[src/rtl/piso_tx.sv]
// piso_tx -- parallel-in / serial-out transmitter.
//
// Captures a WIDTH-bit word when load is seen while idle and shifts it out one
// bit per clock. frame is high for exactly WIDTH cycles while sout carries
// data. done pulses for one cycle after the last bit, then the block is ready.
//
// Ports:
//   clk    rising-edge clock
//   rst    asynchronous reset, active-high
//   load   transmit request, accepted only while ready=1
//   d      parallel word, sampled on the accepting edge
//   ready  1 = idle, the next load is accepted
//   frame  1 while sout carries a valid data bit
//   sout   serial data, forced to 0 outside frame
//   done   one-cycle pulse after the last bit
//
// Parameters:
//   WIDTH      bits per word (1..32)
//   LSB_FIRST  1: bit 0 goes out first, 0: bit WIDTH-1 goes out first
module piso_tx #(
   parameter int WIDTH     = 8,
   parameter bit LSB_FIRST = 1'b1
) (
   input  logic             clk,
   input  logic             rst,
   input  logic             load,
   input  logic [WIDTH-1:0] d,
   output logic             ready,
   output logic             frame,
   output logic             sout,
   output logic             done
);

   // cnt must be able to hold WIDTH-1 and its increment without wrapping.
   localparam int             CW   = (WIDTH < 2) ? 1 : $clog2(WIDTH + 1);
   localparam logic [CW-1:0]  LAST = CW'(WIDTH - 1);
   localparam int             OUTB = LSB_FIRST ? 0 : WIDTH - 1;

   typedef enum logic [1:0] {IDLE, SHIFT, DONE} state_t;

   state_t           state, state_nxt;
   logic [WIDTH-1:0] shreg, shreg_nxt;
   logic [CW-1:0]    cnt,   cnt_nxt;

   always_ff @(posedge clk or posedge rst) begin
      if (rst) begin
         state <= IDLE;
         shreg <= '0;
         cnt   <= '0;
      end else begin
         state <= state_nxt;
         shreg <= shreg_nxt;
         cnt   <= cnt_nxt;
      end
   end

   always_comb begin
      state_nxt = state;
      shreg_nxt = shreg;
      cnt_nxt   = cnt;
      case (state)
         IDLE: begin
            if (load) begin
               shreg_nxt = d;
               cnt_nxt   = '0;
               state_nxt = SHIFT;
            end
         end
         SHIFT: begin
            // Move the next bit toward the output end, zero-filling behind it.
            shreg_nxt = LSB_FIRST ? (shreg >> 1) : (shreg << 1);
            cnt_nxt   = cnt + CW'(1);
            if (cnt == LAST) state_nxt = DONE;
         end
         DONE:    state_nxt = IDLE;
         default: state_nxt = IDLE;
      endcase
   end

   // Outputs depend only on registered state, never on load or d directly.
   assign ready = (state == IDLE);
   assign frame = (state == SHIFT);
   assign done  = (state == DONE);
   assign sout  = frame & shreg[OUTB];

endmodule

[config.mk]
export PLATFORM = sky130hd
export DESIGN_NAME = piso_tx
export DESIGN_NICKNAME = d
export VERILOG_FILES = /design/src/rtl/piso_tx.sv
export SDC_FILE = /design/constraint.sdc
export NUM_CORES = 1
export LEC_CHECK = 0
export ABC_AREA = 1
export CAP_MARGIN = 0
export CORE_ASPECT_RATIO = 1.25
export CORE_UTILIZATION = 30
export DETAILED_ROUTE_END_ITERATION = 16
export GPL_TIMING_DRIVEN = 0
export PLACE_DENSITY = 0.53
export REMOVE_ABC_BUFFERS = 1
export SLEW_MARGIN = 40
export SYNTH_ARGS = -nofsm -noshare
export SYNTH_HDL_FRONTEND = slang
export SYNTH_SLANG_ARGS = --single-unit
[constraint.sdc]
create_clock -name clk -period 1.4 [get_ports clk]
set_clock_uncertainty 0.1 [all_clocks]
set_input_delay 0.28 -clock clk [delete_from_list [all_inputs] [get_ports clk]]
set_output_delay 0.28 -clock clk [all_outputs]
set_load 0.005 [all_outputs]
==> results of run 1 <==
cell usage in the layout (no fill, tap or decap):
cell                              synthesis  routed
sky130_fd_sc_hd__nand2_1                 21      21
sky130_fd_sc_hd__nand3_1                 21      21
sky130_fd_sc_hd__dfrtp_1                 14      13
sky130_fd_sc_hd__buf_4                    1      11
sky130_fd_sc_hd__clkdlybuf4s50_1          0      10
sky130_fd_sc_hd__nor2_1                   4       4
sky130_fd_sc_hd__inv_1                    4       3
sky130_fd_sc_hd__clkbuf_4                 0       3
sky130_fd_sc_hd__buf_2                    0       3
sky130_fd_sc_hd__nand2_4                  1       2
sky130_fd_sc_hd__o21ai_1                  2       2
sky130_fd_sc_hd__buf_6                    2       2
sky130_fd_sc_hd__inv_2                    0       1
sky130_fd_sc_hd__nor2_4                   1       1
sky130_fd_sc_hd__clkinv_8                 0       1
sky130_fd_sc_hd__xnor2_1                  1       1
sky130_fd_sc_hd__o21ai_0                  1       1
sky130_fd_sc_hd__nand4_1                  1       1
sky130_fd_sc_hd__nand3_2                  1       1
sky130_fd_sc_hd__ha_1                     1       1
sky130_fd_sc_hd__buf_12                   0       1
sky130_fd_sc_hd__dfrtp_2                  0       1
power groups by stage:
stage / Combinational (mW) / Sequential (mW) / Clock [mW]
after detailed placement: 0.605 / 0.694 / 0
after global placement: 0.596 / 0.690 / 0
after floorplan: 0.408 / 0.668 / 0
after CTS: 0.787 / 0.683 / 0.233
after global routing: 1.03 / 0.703 / 0.245
final: 0.912 / 0.684 / 0.218
flip-flops by register name, summed over array words and instances (netlist names):
register / count
cnt: 4
shreg: 8
state: 2
logic make-up (layout without fill, tap and decap cells):
logic type / Yosys count / in the layout / share of synthesized area
AND/OR/NAND/NOR: 51 / 51 / 0.3585
flip-flops: 14 / 14 / 0.5147
buffers and inverters: 8 / 35 / 0.07352
AO/OA/AOI/OAI: 3 / 3 / 0.02205
adder cells (fa/ha/maj): 1 / 1 / 0.01838
XOR/XNOR: 1 / 1 / 0.01287
final cells by class:
type / count / area share
Sequential cell: 14 / 0.3630
Multi-Input combinational cell: 56 / 0.2946
Tap cell: 30 / 0.03876
Clock buffer: 3 / 0.02326
Inverter: 5 / 0.03230
Timing Repair Buffer: 27 / 0.2481
critical path: cells and delay by family (launching register included):
kind | cells | cell delay (ns)
buffers and inverters | 3 | 0.30
DFF | 1 | 0.39
and+or+nand+nor | 2 | 0.12
path summary, 6_finish.rpt:
| kind | slack [ns] | to | from | cells past startpoint |
|---|---|---|---|---|
| max | -0.06 | sout | state[1] | 5 |
| min | 0.24 | shreg[1] | rst | 2 |
| max reg2reg | 0.07 | shreg[0] | state[0] | 7 |
| min reg2reg | 0.40 | shreg[4] | shreg[5] | 2 |
| max in group asynchronous | 0.58 | state[0] | rst | 2 |
| min in group clk | 0.40 | shreg[4] | shreg[5] | 2 |
cell usage after synthesis:
cell type,count,share of area
sky130_fd_sc_hd__inv_1,4,0.022
sky130_fd_sc_hd__nand2_4,1,0.017
sky130_fd_sc_hd__ha_1,1,0.018
sky130_fd_sc_hd__clkinv_2,1,0.0073
sky130_fd_sc_hd__dfrtp_1,14,0.51
sky130_fd_sc_hd__o21ai_0,1,0.0073
sky130_fd_sc_hd__buf_4,1,0.011
sky130_fd_sc_hd__xnor2_1,1,0.013
sky130_fd_sc_hd__nand3_1,21,0.15
sky130_fd_sc_hd__nand2_2,1,0.0092
sky130_fd_sc_hd__buf_6,2,0.033
sky130_fd_sc_hd__nor2_1,4,0.022
sky130_fd_sc_hd__nand2_1,21,0.12
sky130_fd_sc_hd__nand4_1,1,0.0092
sky130_fd_sc_hd__nand3_2,1,0.015
sky130_fd_sc_hd__nor2_4,1,0.017
sky130_fd_sc_hd__o21ai_1,2,0.015
per-layer routing:
| layer | wire length, um | up-vias |
|---|---|---|
| met2 | 747 | 19 |
| met5 | 0 | - |
| met3 | 82 | 2 |
| met4 | 4 | 0 |
| met1 | 647 | 269 |
| li1 | - | 311 |
metrics by stage:
step	power, mW	area, sq um	cells	utilization	TNS (ns)
after global placement	1.286	828.3	119	0.4042	-1.729
after detailed placement	1.299	828.3	119	0.4042	-1.882
after floorplan	1.077	650.6	75	-	0
after CTS	1.703	919.6	131	0.4487	-0.2016
after global routing	1.980	968.4	135	0.4725	-0.3935
final	1.814	968.4	135	0.4725	-0.1575
what timing repair did:
| item | in CTS | in global routing |
|---|---|---|
| gates resized for setup | 19 | 3 |
| setup endpoints to repair | 4 | 13 |
| pin swaps | 2 | 2 |
| hold buffers | 0 | 0 |
| buffers inserted | 9 | 4 |
| hold endpoints to repair | 0 | 0 |
| cloned | 0 | 0 |
==> results.md, run 1 <==
* Post-Synthesis Mean Instance Area at 8.726 sq um
* Cell count after synthesis at 78
* Initial antenna violation count at 0
* Crit-path max FO at 2
* Worst slack on hold paths at 0.2380 ns
* Number of buffers on the longest clock path at 2
* Final critical delay including setup and external delays at 1.461 ns
* DRT iter0 DRCs at 27
* Per-cell via count in the routed design at 4.452
* Relative contribution of the clock network to total power at 0.120
* Max Transition Viols Final at 0
* Via count of the first global-routing pass at 591
* Global routing's busiest layer: met2
* CTS tree: done
* Net count of the finished layout at 119
* I/O Pins at 15
* Net switching power at 666.1 uW
* Combined area of all synthesized cells at 680.7 sq um
* Min-delay worst type: input port to asynchronous set/reset pin
* Leakage at 0.4688 nW
* Number of max-cap violations at 0
* Minimum setup slack after placement at -0.3508 ns
* VDD IR-drop max at 0.7876 mV
* DIE HEIGHT at 55.26 um
* Minimum setup slack in the final design at -0.06059 ns
* Crit Path Category: flip-flop to output port
* Root Buffer: sky130_fd_sc_hd__clkbuf_4
* H-tree depth at 1
* Std-Cell Core Area at 0.002049 sq mm
* Wire length of the first global-routing pass at 2.663 mm
* Total power per unit cell area at 1873 mW/mm^2
* Remaining antenna violation count at 0
* Count of port buffers added during placement at 14
* DP Wirelength at 863.5 um
* Routing usage on met3 at 0.01961
* Sinks on Clock Net at 14
* Pin count of the biggest net entering global routing at 15
* Share of synthesized area occupied by flip-flops and latches at 0.5147
* Area taken by multi-input logic gates at 285.3 sq um
* Internal power at 1.148 mW
* Via count at 601
* Number of synthesis warnings at 0
* Largest stage delay, worst path at 0.39 ns
* CP Launch Type: flip-flop
* Run status: finished with violations
* Met1 capacity usage during global routing at 0.1912
* Required time at the worst-slack endpoint at 1.02 ns
* Post-route fraction of the period consumed by the critical path at 1.043
* Antenna diode count at 0
* Initial Utilization at 0.3321
* Gp weighted congestion at 0.7235
* Met2 GRT Util at 0.2332
* X dimension of the die at 44.61 um
* Tightest Pin Transition at 0.5206 ns
* Total GRT Usage at 0.1439
* Area of the die at 0.002465 sq mm
* Layout cell share with drive strength beyond 1 at 0.2571
* Switching share of power at 0.3672
* Violated checks: setup timing
* Average detailed-routed wire length per instance at 10.99 um
* Worst skew pair latency at 0.27 ns
* Layout fillers at 214
* Peak clock frequency supported by timing at 684.7 MHz
* Total wirelength of the detailed-routed design at 1.483 mm
* Data arrival time of the critical path at 1.08 ns
* Overflow after GRT at 0
* Slowest CP cell: sky130_fd_sc_hd__dfrtp_1
* Area growth from synthesis to layout at 42.28%
* Count of endpoints failing hold in the final timing report at 0
* Combinational Power Share at 0.503
* Flop pwr share at 0.377
* Count of distinct cell types in the synthesized netlist at 17
* Cell Rows at 18
* Max_slew headroom at 0.6526
* RSZ-0062 raised after global routing: yes
* Seq cells post-synth at 14
* Number of buffers added by the clock tree synthesis step at 3
* Total of endpoints with negative setup slack in the final report at 4
* Remaining design rule violation count at 0
* Register area at 351.6 sq um
* Clock edge transition at the registers on the reported setup and hold paths at 0.08 ns
* Worst-path cell chain: inv_2 > nand2_4 > buf_6 > nor2_1 > buf_2
* Critical path capture point type: output port
* Pre-antenna DRT Iters at 4
Power figures use the tool's default switching activity.
==> run 2, diff against run 1 <==
- SLEW_MARGIN: 40 -> 25
==> results of run 2 <==
No change in the layout: final DEF, timing and power equal those of run 1.
==> run 3, diff against run 2 <==
- CORE_ASPECT_RATIO: 1.25 -> unset
- CORE_UTILIZATION: 30 -> 47
- PLACE_DENSITY: 0.53 -> 0.76
==> run 3 against run 2 <==
  * The run still ends with setup timing left
  * Global-route usage is 5.0 points higher
  * Critical path depth unchanged
  * First-iteration DRC count is 59% lower
  * Via count shrank 4.0%
  * Core utilization up 23 points
  * Non-clock buffer count is 4 lower
  * Register-to-register slack got worse by 0.10 ns
  * Design area shrank 3.7%
  * Wire length is 7.8% lower
  * Count of clock-buffer cells in the layout rose by 1
  * Critical path type unchanged
==> results.md, run 3 (synthesized netlist as in run 1, its figures left out) <==
* Remaining antenna violation count at 0
* Gp weighted congestion at 0.6591
* Cell Rows at 13
* Critical path capture point type: output port
* Worst slack on hold paths at 0.2182 ns
* Pin count of the biggest net entering global routing at 15
* Total of endpoints with negative setup slack in the final report at 9
* Cell count after placement at 104
* Number of buffers on the longest clock path at 2
* DRT iter0 DRCs at 11
* Final critical delay including setup and external delays at 1.488 ns
* Number of max-cap violations at 0
* Routed wire length on met2 at 661 um
* Per-cell via count in the routed design at 4.932
* Count of endpoints failing hold in the final timing report at 0
* Wire length of the first global-routing pass at 1.959 mm
* Largest registers: shreg x8, cnt x4, state x2
* Clock edge transition at the registers on the reported setup and hold paths at 0.09 ns
* Most used cells in the layout excluding fill and tap cells: 21 x sky130_fd_sc_hd__nand2_1, 21 x sky130_fd_sc_hd__nand3_1, 13 x sky130_fd_sc_hd__dfrtp_1, 10 x sky130_fd_sc_hd__clkdlybuf4s50_1, 6 x sky130_fd_sc_hd__buf_4
* Post-route fraction of the period consumed by the critical path at 1.063
* Peak clock frequency supported by timing at 671.9 MHz
* Worst skew pair latency at 0.28 ns
* DIE HEIGHT at 40.06 um
* Tightest Pin Transition at 0.5172 ns
* Met1 layer wirelength in the final routing at 629 um
* Leakage at 0.4559 nW
* Net count of the finished layout at 115
* Top routing layer in use: met4
* DP Wirelength at 817.8 um
* Number of buffers added by the clock tree synthesis step at 3
* Total GRT Usage at 0.1936
* Std-Cell Core Area at 0.001318 sq mm
* Top reg by flops: shreg
* Initial antenna violation count at 0
* I/O Pins at 15
* Max Transition Viols Final at 0
* Met3 Routed Length at 58 um
* Sinks on Clock Net at 14
* Initial Utilization at 0.5166
* Total power per unit cell area at 1952 mW/mm^2
* CTS tree: done
* RSZ-0062 raised after global routing: yes
* VDD IR-drop max at 0.9542 mV
* Layout Cells excl Fill at 117
* Total wirelength of the detailed-routed design at 1.368 mm
* Data arrival time of the critical path at 1.11 ns
* H-tree depth at 1
* Overflow after GRT at 0
* Via count at 577
* Run status: finished with violations
* Remaining design rule violation count at 0
* Minimum setup slack in the final design at -0.08836 ns
* CP Launch Type: flip-flop
* Flip-flop count of the largest register after layout at 8
* Via count of the first global-routing pass at 468
* Crit-path max FO at 2
* Layout fillers at 101
* Area growth from synthesis to layout at 36.95%
* Average detailed-routed wire length per instance at 11.69 um
* X dimension of the die at 40.06 um
* Pre-antenna DRT Iters at 4
* Min-delay worst type: input port to asynchronous set/reset pin
* Required time at the worst-slack endpoint at 1.02 ns
* Layout cell share with drive strength beyond 1 at 0.2353
* Antenna diode count at 0
* Root Buffer: sky130_fd_sc_hd__clkbuf_4
* Count of port buffers added during placement at 14
* Area of the die at 0.001604 sq mm
* Max_slew headroom at 0.6548
* Crit Path Category: flip-flop to output port
* Violated checks: setup timing
## run 3: path summary, 6_finish.rpt
| path | startpoint | to | slack, ns | depth (start not counted) |
|---|---|---|---|---|
| hold / removal | rst | shreg[6] | 0.22 | 2 |
| max in group asynchronous | rst | state[0] | 0.60 | 2 |
| setup reg to reg | state[1] | shreg[1] | -0.03 | 7 |
| setup / recovery | state[1] | done | -0.09 | 5 |
| min in group clk | shreg[7] | shreg[6] | 0.40 | 2 |
| hold reg to reg | shreg[7] | shreg[6] | 0.40 | 2 |
## run 3: per-stage QoR
| step | area [sq um] | TNS [ns] | setup WS, ns | utilization | power [mW] |
|---|---|---|---|---|---|
| global placement | 809.5 | -1.445 | -0.3113 | 0.6144 | 1.271 |
| global route | 932.1 | -1.138 | -0.1576 | 0.7075 | 1.962 |
| detailed placement | 809.5 | -1.570 | -0.3194 | 0.6144 | 1.297 |
| finish | 932.1 | -0.2688 | -0.08836 | 0.7075 | 1.820 |
| floorplan | 650.6 | 0 | 0.2732 | - | 1.077 |
| CTS | 924.6 | -0.1295 | -0.08885 | 0.7018 | 1.807 |
## run 3: critical path, cell delays in order, from the launching register on
cell                      delay (ns)
sky130_fd_sc_hd__dfrtp_1        0.36
sky130_fd_sc_hd__inv_2          0.06
sky130_fd_sc_hd__buf_4          0.13
sky130_fd_sc_hd__buf_6          0.11
sky130_fd_sc_hd__nor2_1         0.06
sky130_fd_sc_hd__buf_2          0.11
## run 3: power breakdown
part,switching [mW],internal [mW],total [mW]
Combinational,0.407,0.436,0.843
Clock,0.132,0.158,0.291
Sequential,0.123,0.563,0.686
## run 3: per-layer routing
layer,vias to the layer above,global-route usage
met1,258,0.2509
met5,-,0
met3,2,0.05000
li1,305,-
met4,0,0.07759
met2,12,0.3065
## run 3: cell type report
class | instances | area, sq um | area share
Sequential cell | 14 | 351.6 | 0.3772
Multi-Input combinational cell | 56 | 280.3 | 0.3007
Timing Repair Buffer | 23 | 214.0 | 0.2295
Clock buffer | 4 | 36.28 | 0.03893
Inverter | 5 | 31.28 | 0.03356
Tap cell | 15 | 18.77 | 0.02013
## run 3: what timing repair did
item / 4_1_cts / 5_1_grt
hold buffers: 0 / 0
cloned: 0 / 0
pin swaps: 1 / 1
setup buffers: 8 / 1
resized for setup: 23 / 0
setup endpoints to repair: 4 / 10
==> patch 1: new RTL, config.mk and constraints of run 2 <==
Re-encode `state_t` (3 states) as one-hot, 3 bits wide.
--- a/src/rtl/piso_tx.sv
+++ b/src/rtl/piso_tx.sv
@@ -36,7 +36,7 @@
    localparam logic [CW-1:0]  LAST = CW'(WIDTH - 1);
    localparam int             OUTB = LSB_FIRST ? 0 : WIDTH - 1;
 
-   typedef enum logic [1:0] {IDLE, SHIFT, DONE} state_t;
+   typedef enum logic [2:0] {IDLE = 3'b001, SHIFT = 3'b010, DONE = 3'b100} state_t;
 
    state_t           state, state_nxt;
    logic [WIDTH-1:0] shreg, shreg_nxt;
Function: no difference found for any inputs over 10 cycles, from zero or initial values and one cycle with rst high; not proved beyond that.
==> patch 1 against run 2 <==
- the run still ends with negative setup slack left
- critical path depth unchanged
- area after synthesis increased by 21%
- routed wire length rose by 52%
- worst setup slack got worse by 0.16 ns
- maximum frequency decreased by 9.9%
- cell area grew 36%
- clock power grew 19%
- sequential cell count up 1
- die area is 20% higher
- sequential share of layout area fell by 7.5 points
- power up 37%
- first-iteration DRC count decreased by 59%
==> patch 1: results (changes against run 2) <==
Timing
  • Max-slew headroom: 0.597 (-0.0559)
  • Final setup violation count: 15 (+11)
  • Worst Slack Setup Final: -0.221 ns (-0.160 ns)

Setup path
  • RR Startpoint: state[0]
  • R2r endpoint: cnt[3]
  • Crit path capture: frame
  • Flop-to-flop setup slack: -0.10 ns (-0.17 ns)
  • Reg2Reg Depth: 6 (-1)
  • Critical path origin: state[0]
  • Critical-path maximum fanout: 3 (+1)

Routing
  • WL met1: 984 um (+52%)
  • Post-route ant nets: 0 (unchanged)
  • Met2 wire length: 1190 um (+59%)
  • Number of DRC markers in iteration 0: 11 (-59%)
  • Routed wire per std cell: 13.0 um (+19%)
  • DR WL met3: 62 um (-24%)
  • Drt pass-1 iters: 4 (unchanged)
  • Via Count: 838 (+39%)

Final layout
  • Biggest regs: shreg x8, cnt x4, state x3
  • Layout cell share with drive strength beyond 1: 0.421 (+0.164)
  • Final #Nets: 153 (+29%)

Global route
  • All-Layer GR Usage: 0.169 (+0.0250)
  • Largest net degree at the start of global routing: 16 (+1)
  • Number of global-route vias before repair: 833 (+41%)
  • First-pass GRT wire length: 3730 um (+40%)

Hold path
  • Worst Hold Class: in -> async

Synthesis
  • Register area share after synthesis: 0.457 (-0.0573)
  • Ranking of synthesized cells by area: dfrtp_1, nand2_1, nand3_1
  • Synth top cells by count: nand2_1, nand3_1, dfrtp_1
  • Synth cell types: 18 (+1)

Placement
  • Placer congestion estimate: 0.709 (-2.0%)
  • Place WS: -0.596 ns (-0.246 ns)

Run status
  • Status: complete, but fails checks
  • Violated checks: negative setup slack

Clock network
  • Worst-Skew Late Latency: 0.29 ns (+0.02 ns)
  • Clock-pin slew on the worst setup and hold paths: 0.10 ns (+0.02 ns)

Power and ir drop
  • Static leakage power: 0.667 nW (+42%)
## patch 1: cell count changes after synthesis, moves of 2 or more
cell	delta
inv_2	+2
inv_1	+5
buf_4	+2
or2_2	+2
nand4_1	+7
nand3_1	-3
nand2_1	+16
o21ai_1	-2
nor2_1	-2
## patch 1: cell type report
type,count,area [sq um]
clock buffer,4,26.3
fill,243,1210
inverter,11,53.8
multi-input combinational,75,487
sequential,15,378
tap,33,41.3
timing repair buffer,35,327
## patch 1: through the flow
step | std cells | setup TNS (ns) | power, mW | area, sq um
2_1_floorplan | 99 | 0 | 1.23 | 785
3_3_place_gp | 146 | -4.13 | 1.46 | 966
3_5_place_dp | 146 | -4.18 | 1.48 | 966
4_1_cts | 172 | -0.777 | 2.36 | 1270
5_1_grt | 173 | -2.36 | 2.65 | 1310
6_report | 173 | -1.52 | 2.48 | 1310
## patch 1: repair_timing
action                     4_1_cts  5_1_grt
setup endpoints to repair       16       18
buffers inserted                23        3
pin swaps                       14        8
hold buffers                     0        0
gates cloned                     1        1
resized for setup               47        8
## patch 1: how the worst min path moves through the flow
stage                         from       end  slack, ns  cells past startpoint
after global placement    shreg[0]  shreg[0]       0.39                      2
after CTS                      rst    cnt[1]       0.26                      2
after detailed placement  shreg[3]  shreg[3]       0.39                      2
after floorplan                rst    cnt[0]       0.08                      1
final                          rst    cnt[0]       0.25                      2
after global routing           rst  shreg[6]       0.34                      2
## patch 1: layer usage
layer	track usage	vias up
li1	-	417
met1	0.198	400
met2	0.296	17
met3	0.0276	4
met4	0.101	0
met5	0	-
## patch 1: worst max-delay path, stage by stage (launching register included)
cell,delay (ns)
dfstp_2,0.58
inv_4,0.05
nand3_4,0.09
buf_6,0.11
inv_6,0.03
buf_6,0.10
## patch 1: logic make-up after synthesis
| logic type | share of synthesized area |
|---|---|
| fa+ha+maj | 0.0152 |
| buf+inv | 0.0973 |
| simple gates | 0.424 |
| compound gates | 0.00607 |
| flops | 0.457 |
## patch 1: where the power goes
group | switching [mW] | leakage (nW) | internal [mW]
Sequential | 0.135 | 0.190 | 0.615
Clock | 0.149 | 0.0150 | 0.111
Combinational | 0.747 | 0.462 | 0.724
==> patch 2: new RTL, settings of run 2 <==
Made on the original files. Set the parameter `LSB_FIRST` to 1'b0 (it was 1'b1).
--- a/src/rtl/piso_tx.sv
+++ b/src/rtl/piso_tx.sv
@@ -19,7 +19,7 @@
 //   LSB_FIRST  1: bit 0 goes out first, 0: bit WIDTH-1 goes out first
 module piso_tx #(
    parameter int WIDTH     = 8,
-   parameter bit LSB_FIRST = 1'b1
+   parameter bit LSB_FIRST = 1'b0
 ) (
    input  logic             clk,
    input  logic             rst,
Behaviour: not the same (a bounded check fails within 4 cycles, from zero or initial values and one cycle with rst high).
==> patch 2 against run 2 <==
- the flow still finishes with violations (negative setup slack)
- worst setup slack improved by 0.014 ns
- non-clock buffer count fell by 6
- global-route usage fell by 1.2 points
- critical path depth fell by 1
- power fell by 2.2%
- cell count fell by 3.7%
- cell area fell by 3.0%
- sequential cell count did not move
- sequential power fell by 2%
- maximum frequency rose by 1.0%
- area after synthesis fell by 1.1%
- combinational power fell by 11%
- routed wire length fell by 6.5%
- die area fell by 1.1%
- critical path type unchanged
==> patch 2: results (changes against run 2) <==
Run status
  • Status: complete, but fails checks
  • Violated checks: negative setup slack

Final layout
  • Biggest regs: shreg x8, cnt x4, state x2
  • Fillers: 201 (-6.1%)
  • Finished Layout Cells: 130 (-3.7%)
  • Final #Nets: 113 (-5.0%)
  • Layout cell share with drive strength beyond 1: 0.230 (-0.0271)

Placement
  • Post-placement cell area: 823 sq um (-0.60%)
  • Place WS: -0.346 ns (+0.00497 ns)
  • Hpwl dp: 898 um (+4.0%)
  • Placer congestion estimate: 0.679 (-6.1%)

Power and ir drop
  • Max IR drop VDD: 0.000797 V (+1.2%)
  • Static leakage power: 0.446 nW (-4.9%)

Setup path
  • Slowest stage delay, CP: 0.42 ns (+0.03 ns)
  • Flop-to-flop setup slack: 0.11 ns (+0.04 ns)
  • Critical path origin: state[0]
  • RR Startpoint: state[1]
  • Reg2Reg Depth: 6 (-1)
  • Critical-path maximum fanout: 4 (+2)
  • Crit path capture: frame
  • Slowest cell on crit path: dfrtp_2
  • R2r endpoint: shreg[7]

Synthesis
  • Synth top cells by count: nand2_1, nand3_1, dfrtp_1
  • Adder-Cell Fraction of Synth Area: 0.0186 (+0.000205)
  • Register area share after synthesis: 0.520 (+0.00574)
  • Post-synthesis compound-gate area fraction: 0.0223 (+0.000246)
  • Ranking of synthesized cells by area: dfrtp_1, nand3_1, nand2_1
  • Post-Syn Instances: 78 (unchanged)
  • Xor and xnor area share after synthesis: 0.0130 (+0.000144)
  • Multiplexer share of the synthesized area: 0 (unchanged)
  • Main synth FF type: dfrtp_1

Timing
  • Max-slew headroom: 0.641 (-0.0111)
  • Worst Slack Setup Final: -0.0462 ns (+0.0144 ns)
  • Final setup violation count: 4 (unchanged)
  • Min Hold Slack: 0.237 ns (-0.000583 ns)
  • TNS Setup: -0.128 ns (+0.0295 ns)

Clock network
  • Setup bufs post-CTS: 6 (-3)
  • CTS Buf Count: 3 (unchanged)
  • Worst-Skew Late Latency: 0.28 ns
  • Post-CTS sizing: 24 (+5)

Global route
  • M3 GR Usage: 0.0292 (+0.00961)
  • All-Layer GR Usage: 0.132 (-0.0115)
  • M2 GR Usage: 0.225 (-0.00770)
  • First-pass GRT wire length: 2300 um (-14%)
  • Number of global-route vias before repair: 532 (-10%)
  • Met1 usage: 0.160 (-0.0317)

Routing
  • Via Count: 589 (-2.0%)
  • Number of DRC markers in iteration 0: 6 (-78%)
  • Met2 wire length: 690 um (-7.6%)
  • WL met1: 649 um (+0.31%)
  • Routed wire per std cell: 10.7 um (-2.9%)
  • Drt pass-1 iters: 3 (-1)
  • DR WL met3: 41 um (-50%)

Flow run
  • Max-cap violations: 0 (unchanged)
[patch 2: changes by cell type after synthesis]
cell     change
buf_2        +1
buf_4        -1
inv_1        -1
inv_2        +1
nor2_2       +1
nor2_4       -1
o21ai_0      -1
o21ai_1      +1
[patch 2: logic make-up after synthesis]
logic type,count (synthesis)
fa+ha+maj,1
flops,14
buf+inv,8
simple gates,51
compound gates,3
xor+xnor,1
[patch 2: final cells by class]
class                           instances  area, sq um  share of cell area
Clock buffer                            4         36.3              0.0386
Inverter                                5         31.3              0.0333
Multi-Input combinational cell         56          297               0.316
Sequential cell                        14          352               0.374
Tap cell                               30         37.5              0.0399
Timing Repair Buffer                   21          186               0.198
[patch 2: where the power goes]
group	switching [mW]	internal, mW	total (mW)
logic	0.420	0.388	0.808
registers	0.111	0.562	0.673
clock network	0.135	0.158	0.293
[patch 2: worst reg2reg max path: stages, from the launching register on]
cell and delay, ns:
dfrtp_1 0.39, inv_2 0.11, buf_6 0.12, nand2_4 0.11
nor2_4 0.24, nand2_1 0.08, nand3_1 0.07
